<file path="config.mk">
export PLATFORM = sky130hd
export DESIGN_NAME = reg_file_flat
export DESIGN_NICKNAME = d
export VERILOG_FILES = /design/src/rtl/reg_file_if.sv /design/src/rtl/reg_file.sv /design/src/flat_wrapper.sv
export SDC_FILE = /design/constraint.sdc
export NUM_CORES = 2
export LEC_CHECK = 0
export BUFFER_PORTS_ARGS = -buffer_cell sky130_fd_sc_hd__buf_2
export CAP_MARGIN = 10
export CORE_MARGIN = 3
export CORE_UTILIZATION = 30
export CTS_BUF_LIST = sky130_fd_sc_hd__clkbuf_4
export DETAILED_ROUTE_END_ITERATION = 10
export GPL_TIMING_DRIVEN = 0
export PLACE_DENSITY = 0.48
export SYNTH_ARGS = -nofsm -noshare
export SYNTH_HDL_FRONTEND = slang
export SYNTH_SLANG_ARGS = --single-unit
</file>
<file path="constraint.sdc">
create_clock -name clk -period 3.44 [get_ports clk]
set_input_delay 0.516 -clock clk [delete_from_list [all_inputs] [get_ports clk]]
set_output_delay 0.516 -clock clk [all_outputs]
set_load 0.1 [all_outputs]
</file>
<file path="src/rtl/reg_file_if.sv">
// Register file bus: issue strobe, two read ports and the ROB commit bus.
interface reg_file_if;
    logic        decoder_done;
    logic [4:0]  issue_rd;
    logic [3:0]  issue_rob;
    logic [4:0]  rs1_id;
    logic [4:0]  rs2_id;
    logic [31:0] rs1_value;
    logic [31:0] rs2_value;
    logic        rs1_busy;
    logic        rs2_busy;
    logic [3:0]  rs1_rob_q;
    logic [3:0]  rs2_rob_q;
    logic        commit_reg_config;
    logic [4:0]  commit_reg_id;
    logic [31:0] commit_reg_value;
    logic [3:0]  commit_reg_rob;

    modport master (
        output decoder_done, issue_rd, issue_rob,
        output rs1_id, rs2_id,
        input  rs1_value, rs2_value,
        input  rs1_busy, rs2_busy,
        input  rs1_rob_q, rs2_rob_q,
        output commit_reg_config, commit_reg_id,
        output commit_reg_value, commit_reg_rob
    );

    modport slave (
        input  decoder_done, issue_rd, issue_rob,
        input  rs1_id, rs2_id,
        output rs1_value, rs2_value,
        output rs1_busy, rs2_busy,
        output rs1_rob_q, rs2_rob_q,
        input  commit_reg_config, commit_reg_id,
        input  commit_reg_value, commit_reg_rob
    );
endinterface

</file>
<file path="src/rtl/reg_file.sv">
// Renamed register file: values, busy bits and ROB tags with commit bypass.
// Optional REG_DEBUG_EN exposes the raw value array on reg_debugger.
module reg_file (
    input  logic           clk,
    input  logic           rst_n,
    input  logic           rdy,
    input  logic           rollback,
    reg_file_if.slave      bus
`ifdef REG_DEBUG_EN
    ,
    output logic [1023:0]  reg_debugger
`endif
);

    logic [31:0] val_q  [32];
    logic        busy_q [32];
    logic [3:0]  tag_q  [32];

    logic cmt_en;
    logic iss_en;

    assign cmt_en = bus.commit_reg_config
                  && (bus.commit_reg_id != 5'd0);
    assign iss_en = bus.decoder_done && !rollback
                  && (bus.issue_rd != 5'd0);

    // Issue is applied after commit so it wins on a shared register.
    always_ff @(posedge clk or negedge rst_n) begin
        if (!rst_n) begin
            for (int i = 0; i < 32; i++) begin
                val_q[i]  <= 32'd0;
                busy_q[i] <= 1'b0;
                tag_q[i]  <= 4'd0;
            end
        end else if (rdy) begin
            if (cmt_en) begin
                val_q[bus.commit_reg_id] <= bus.commit_reg_value;
                if (tag_q[bus.commit_reg_id] == bus.commit_reg_rob)
                    busy_q[bus.commit_reg_id] <= 1'b0;
            end
            if (rollback) begin
                for (int i = 0; i < 32; i++)
                    busy_q[i] <= 1'b0;
            end else if (iss_en) begin
                busy_q[bus.issue_rd] <= 1'b1;
                tag_q[bus.issue_rd]  <= bus.issue_rob;
            end
        end
    end

    always_comb begin
        bus.rs1_value = val_q[bus.rs1_id];
        bus.rs1_busy  = busy_q[bus.rs1_id];
        bus.rs1_rob_q = tag_q[bus.rs1_id];
        if (bus.rs1_id == 5'd0) begin
            bus.rs1_value = 32'd0;
            bus.rs1_busy  = 1'b0;
            bus.rs1_rob_q = 4'd0;
        end else if (cmt_en
                     && bus.commit_reg_id == bus.rs1_id) begin
            bus.rs1_value = bus.commit_reg_value;
            if (tag_q[bus.rs1_id] == bus.commit_reg_rob)
                bus.rs1_busy = 1'b0;
        end
    end

    always_comb begin
        bus.rs2_value = val_q[bus.rs2_id];
        bus.rs2_busy  = busy_q[bus.rs2_id];
        bus.rs2_rob_q = tag_q[bus.rs2_id];
        if (bus.rs2_id == 5'd0) begin
            bus.rs2_value = 32'd0;
            bus.rs2_busy  = 1'b0;
            bus.rs2_rob_q = 4'd0;
        end else if (cmt_en
                     && bus.commit_reg_id == bus.rs2_id) begin
            bus.rs2_value = bus.commit_reg_value;
            if (tag_q[bus.rs2_id] == bus.commit_reg_rob)
                bus.rs2_busy = 1'b0;
        end
    end

`ifdef REG_DEBUG_EN
    for (genvar g = 0; g < 32; g++) begin : g_dbg
        assign reg_debugger[g*32 +: 32] = val_q[g];
    end
`endif

endmodule

</file>
<file path="src/flat_wrapper.sv">
// flat-port wrapper written by rule: the top's interface ports become plain ports
module reg_file_flat 
  (clk, rst_n, rdy, rollback, bus_decoder_done, bus_issue_rd, bus_issue_rob, bus_rs1_id, bus_rs2_id, bus_rs1_value, bus_rs2_value, bus_rs1_busy, bus_rs2_busy, bus_rs1_rob_q, bus_rs2_rob_q, bus_commit_reg_config, bus_commit_reg_id, bus_commit_reg_value, bus_commit_reg_rob);
  reg_file_if bus_i ();
  input  logic clk;
  input  logic rst_n;
  input  logic rdy;
  input  logic rollback;
  input wire logic [$bits(bus_i.decoder_done)-1:0] bus_decoder_done;
  input wire logic [$bits(bus_i.issue_rd)-1:0] bus_issue_rd;
  input wire logic [$bits(bus_i.issue_rob)-1:0] bus_issue_rob;
  input wire logic [$bits(bus_i.rs1_id)-1:0] bus_rs1_id;
  input wire logic [$bits(bus_i.rs2_id)-1:0] bus_rs2_id;
  output wire logic [$bits(bus_i.rs1_value)-1:0] bus_rs1_value;
  output wire logic [$bits(bus_i.rs2_value)-1:0] bus_rs2_value;
  output wire logic [$bits(bus_i.rs1_busy)-1:0] bus_rs1_busy;
  output wire logic [$bits(bus_i.rs2_busy)-1:0] bus_rs2_busy;
  output wire logic [$bits(bus_i.rs1_rob_q)-1:0] bus_rs1_rob_q;
  output wire logic [$bits(bus_i.rs2_rob_q)-1:0] bus_rs2_rob_q;
  input wire logic [$bits(bus_i.commit_reg_config)-1:0] bus_commit_reg_config;
  input wire logic [$bits(bus_i.commit_reg_id)-1:0] bus_commit_reg_id;
  input wire logic [$bits(bus_i.commit_reg_value)-1:0] bus_commit_reg_value;
  input wire logic [$bits(bus_i.commit_reg_rob)-1:0] bus_commit_reg_rob;
  assign bus_i.decoder_done = bus_decoder_done;
  assign bus_i.issue_rd = bus_issue_rd;
  assign bus_i.issue_rob = bus_issue_rob;
  assign bus_i.rs1_id = bus_rs1_id;
  assign bus_i.rs2_id = bus_rs2_id;
  assign bus_rs1_value = bus_i.rs1_value;
  assign bus_rs2_value = bus_i.rs2_value;
  assign bus_rs1_busy = bus_i.rs1_busy;
  assign bus_rs2_busy = bus_i.rs2_busy;
  assign bus_rs1_rob_q = bus_i.rs1_rob_q;
  assign bus_rs2_rob_q = bus_i.rs2_rob_q;
  assign bus_i.commit_reg_config = bus_commit_reg_config;
  assign bus_i.commit_reg_id = bus_commit_reg_id;
  assign bus_i.commit_reg_value = bus_commit_reg_value;
  assign bus_i.commit_reg_rob = bus_commit_reg_rob;
  reg_file u_core (.clk(clk), .rst_n(rst_n), .rdy(rdy), .rollback(rollback), .bus(bus_i));
endmodule
</file>
==> run_results.csv <==
group,metric,value,unit
die,ios,140,
worst_setup_path,arrival,3.83,ns
logic_synthesis,ys_types,55,
cells_and_area,final_cells,7982,
timing,setup_ws,-0.909,ns
cells_and_area,layout_common_cells,"dfrtp_1, mux2_2, mux4_2, clkbuf_4, clkbuf_1",
timing,rsz0062_at_grt,"yes",
drt,drtPass1Iterations,6,
worst_setup_path,critPathSlowestCell,"mux4_2",
global_route,grt_max_degree,158,
worst_setup_path,cp-start-kind,"flop",
power_and_ir_drop,pwr-share-seq,0.415,
worst_setup_path,crit_fanout,4,
logic_synthesis,yosysSeqAreaShare,0.453,
timing,fin_crit,4.35,ns
cells_and_area,num-nets-final,4953,
cells_and_area,nFillCells,20802,
die,die_area,224000,um^2
logic_synthesis,syn_avg_cell_area,15.3,um^2
global_route,antenna_found_initial,25,
clock_tree,clk_pin_slew_worst_paths,0.08,ns
place,placedCellCount,7251,
drt,vias_per_cell,5.98,
worst_setup_path,timing.rr.end,"u_core.busy_q[26]$_DFFE_PN0P_",
timing,hold_violations,0,
worst_setup_path,crit_family,"multiplexers",
power_and_ir_drop,leakage,34.2,nW
worst_setup_path,rr_startpoint,"u_core.tag_q[39]$_DFFE_PN0P_",
place,place_area,71300,um^2
place,portBuffers,125,
worst_setup_path,endpoint_kind,"output port",
timing,fin_worst_skew,0.0659,ns
logic_synthesis,synth_edf_count,0,
worst_setup_path,path_buf_inv,1,
logic_synthesis,synth_top_area_frac,0.453,
logic_synthesis,synthArstFlopShare,1.00,
cells_and_area,final_common_cell,"dfrtp_1",
global_route,grt_pass1_vias,48064,
timing,period_share,1.26,
clock_tree,cts_buffer_depth,4,
flow_run,maxCapViolations,0,
drt,drt_iter0_drc,5532,
place,place_ws,-2.21,ns
timing,hold_slack,0.0692,ns
worst_setup_path,critPathMostFrequentCell,"mux4_2",
worst_setup_path,worst_path_largest_cell_delay,0.55,ns
power_and_ir_drop,p_comb_frac,0.247,
die,die_h,473,um
place,gp_congestion,0.925,
global_route,track_usage,0.279,
logic_synthesis,yosysWarnings,0,
timing,fin_setup_tns,-31.27,ns
power_and_ir_drop,power,41.0,mW
global_route,grt_overflow_total,0,
die,design.core.area,216000,um^2
cells_and_area,area_growth,21.8,%
logic_synthesis,syn-num-nets,4333,
die,die_w,473,um
timing,tightestPinTransition,1.37,ns
logic_synthesis,ys.flop_type,"dfrtp_1",
timing,finalSetupViolCount,74,
clock_tree,cts_tree,"built",
logic_synthesis,synth_seq_cells,1184,
clock_tree,clock_sinks,1184,
place,hpwl,207000,um
logic_synthesis,ys_top_cells_by_area,"dfrtp_1, mux4_2, mux2_2",
global_route,grt_pass1_wl,423000,um
worst_setup_path,critical_path_class,"flop to output port",
timing,slew_violations,0,
clock_tree,h-tree-depth,5,
drt,drc_errors,0,
clock_tree,cts_buffers,354,
worst_setup_path,endpoint,"bus_rs1_busy",
cells_and_area,multiInputGateArea,35500,um^2
logic_synthesis,yosysTopAreaCell,"dfrtp_1",
power_and_ir_drop,p_sw,13.3,mW
cells_and_area,fin_area,79700,um^2
worst_setup_path,path_depth,7,
logic_synthesis,syn_inst,4267,
worst_setup_path,worstPathRequired,2.92,ns
drt,wl,314000,um
outcome,violations,"negative setup slack",
worst_hold_path,hold_path_class,"input port to flop",
power_and_ir_drop,powerDensity,515,nW/um^2
worst_setup_path,cp-startpoint,"u_core.tag_q[72]$_DFFE_PN0P_",
cells_and_area,postLayoutCoreUtil,0.369,
die,rows,170,
cells_and_area,drive_gt1_frac,0.596,
drt,vias,47702,
timing,slew_headroom,0.0860,
power_and_ir_drop,clkPwrFrac,0.338,
power_and_ir_drop,vdd_ir_drop_max,0.375,mV
power_and_ir_drop,swShare,0.325,
timing,fmax,230,MHz
drt,ant_nets,0,
clock_tree,cts_root_buf,"clkbuf_4",
logic_synthesis,syn_area,65400,um^2
clock_tree,insertion_delay,1.37,ns
worst_setup_path,rr_worst_depth,10,
cells_and_area,regArea,29600,um^2
drt,wl_per_cell,39.4,um
power_and_ir_drop,p_int,27.7,mW
worst_setup_path,timing.reg2reg.setup_slack,0.34,ns
worst_setup_path,cp_cell_sequence,"mux4_2, mux4_2, mux2i_4, xor2_1, nand2_1, o41a_4, buf_12",
outcome,status,"finished, violations left",
die,start_util,0.303,
power by group through the flow:
stage | Combinational, mW | Sequential (mW) | Clock, mW
global route | 10.5 | 17.2 | 14.9
finish | 10.1 | 17.0 | 13.9
detailed placement | 8.90 | 17.2 | 0
floorplan | 6.30 | 16.7 | 0
CTS | 9.95 | 16.9 | 14.1
global placement | 8.77 | 17.1 | 0
worst register-to-register path: stages, from the launching register on:
cell           delay, ns
dfrtp_1             0.40
buf_4               0.14
mux2i_1             0.27
o22ai_1             0.12
nor4_1              0.35
a21boi_0            0.15
o22ai_1             0.42
buf_2               0.34
nor3_1              0.09
o311ai_1            0.22
dlygate4sd3_1       0.57
logic make-up after synthesis:
| group | count (synthesis) | synth area share |
|---|---|---|
| AO/OA/AOI/OAI | 246 | 0.0254 |
| XOR/XNOR | 18 | 0.00241 |
| buffers and inverters | 491 | 0.0333 |
| flip-flops | 1184 | 0.453 |
| multiplexers | 2003 | 0.461 |
| AND/OR/NAND/NOR | 325 | 0.0249 |
registers in the layout, summed over array words and instances, names as in the netlist:
name,count
u_core.val_q,1024
u_core.tag_q,128
u_core.busy_q,32
timing repair:
item / 4_1_cts / 5_1_grt
setup endpoints to repair: 74 / 74
resized for setup: 645 / 84
cloned: 0 / 0
hold endpoints to repair: 1877 / 0
hold buffers: 78 / 0
pin swaps: 84 / 41
buffers inserted: 27 / 14
synth_stat cells (6+ instances only):
| cell | n |
|---|---|
| dfrtp_1 | 1184 |
| mux2_2 | 1116 |
| mux4_2 | 689 |
| clkbuf_1 | 263 |
| mux2i_1 | 193 |
| buf_2 | 177 |
| nor2_1 | 122 |
| a211oi_1 | 115 |
| nand2_1 | 66 |
| a21oi_1 | 48 |
| nor2b_1 | 38 |
| o22ai_1 | 33 |
| nor4_1 | 25 |
| buf_1 | 22 |
| o21ai_0 | 19 |
| buf_4 | 17 |
| nand3_1 | 17 |
| xor2_1 | 10 |
| xnor2_1 | 8 |
| a22oi_1 | 7 |
| o311ai_1 | 7 |
| or4bb_1 | 6 |
routing by layer:
metal	share of wire	vias up	global-route usage
met4	0.060	8	0.141
met5	0.00016	-	0.00108
met1	0.40	25972	0.365
met3	0.098	800	0.0838
met2	0.44	2822	0.419
li1	-	18100	-
layout make-up:
class	count	share of cell area
clock buffer	520	0.0490
sequential	1184	0.372
antenna	20	0.000628
clock inverter	73	0.00485
timing repair buffer	264	0.0422
buffer	486	0.0410
tap	2838	0.0446
multi-input combinational	2592	0.446
inverter	5	0.000236
how the worst min path moves through the flow:
stage	from	end	slack [ns]	cells past startpoint
after floorplan	rst_n	u_core.busy_q[0]$_DFFE_PN0P_	0.22	0
after global placement	u_core.val_q[1007]$_DFFE_PN0P_	u_core.val_q[1007]$_DFFE_PN0P_	0.45	1
after detailed placement	u_core.val_q[1005]$_DFFE_PN0P_	u_core.val_q[1005]$_DFFE_PN0P_	0.46	1
after CTS	bus_commit_reg_value[19]	u_core.val_q[947]$_DFFE_PN0P_	0.006	3
after global routing	bus_commit_reg_value[17]	u_core.val_q[945]$_DFFE_PN0P_	0.04	3
final	bus_commit_reg_value[19]	u_core.val_q[947]$_DFFE_PN0P_	0.07	3
(Power assumes the default switching activity.)
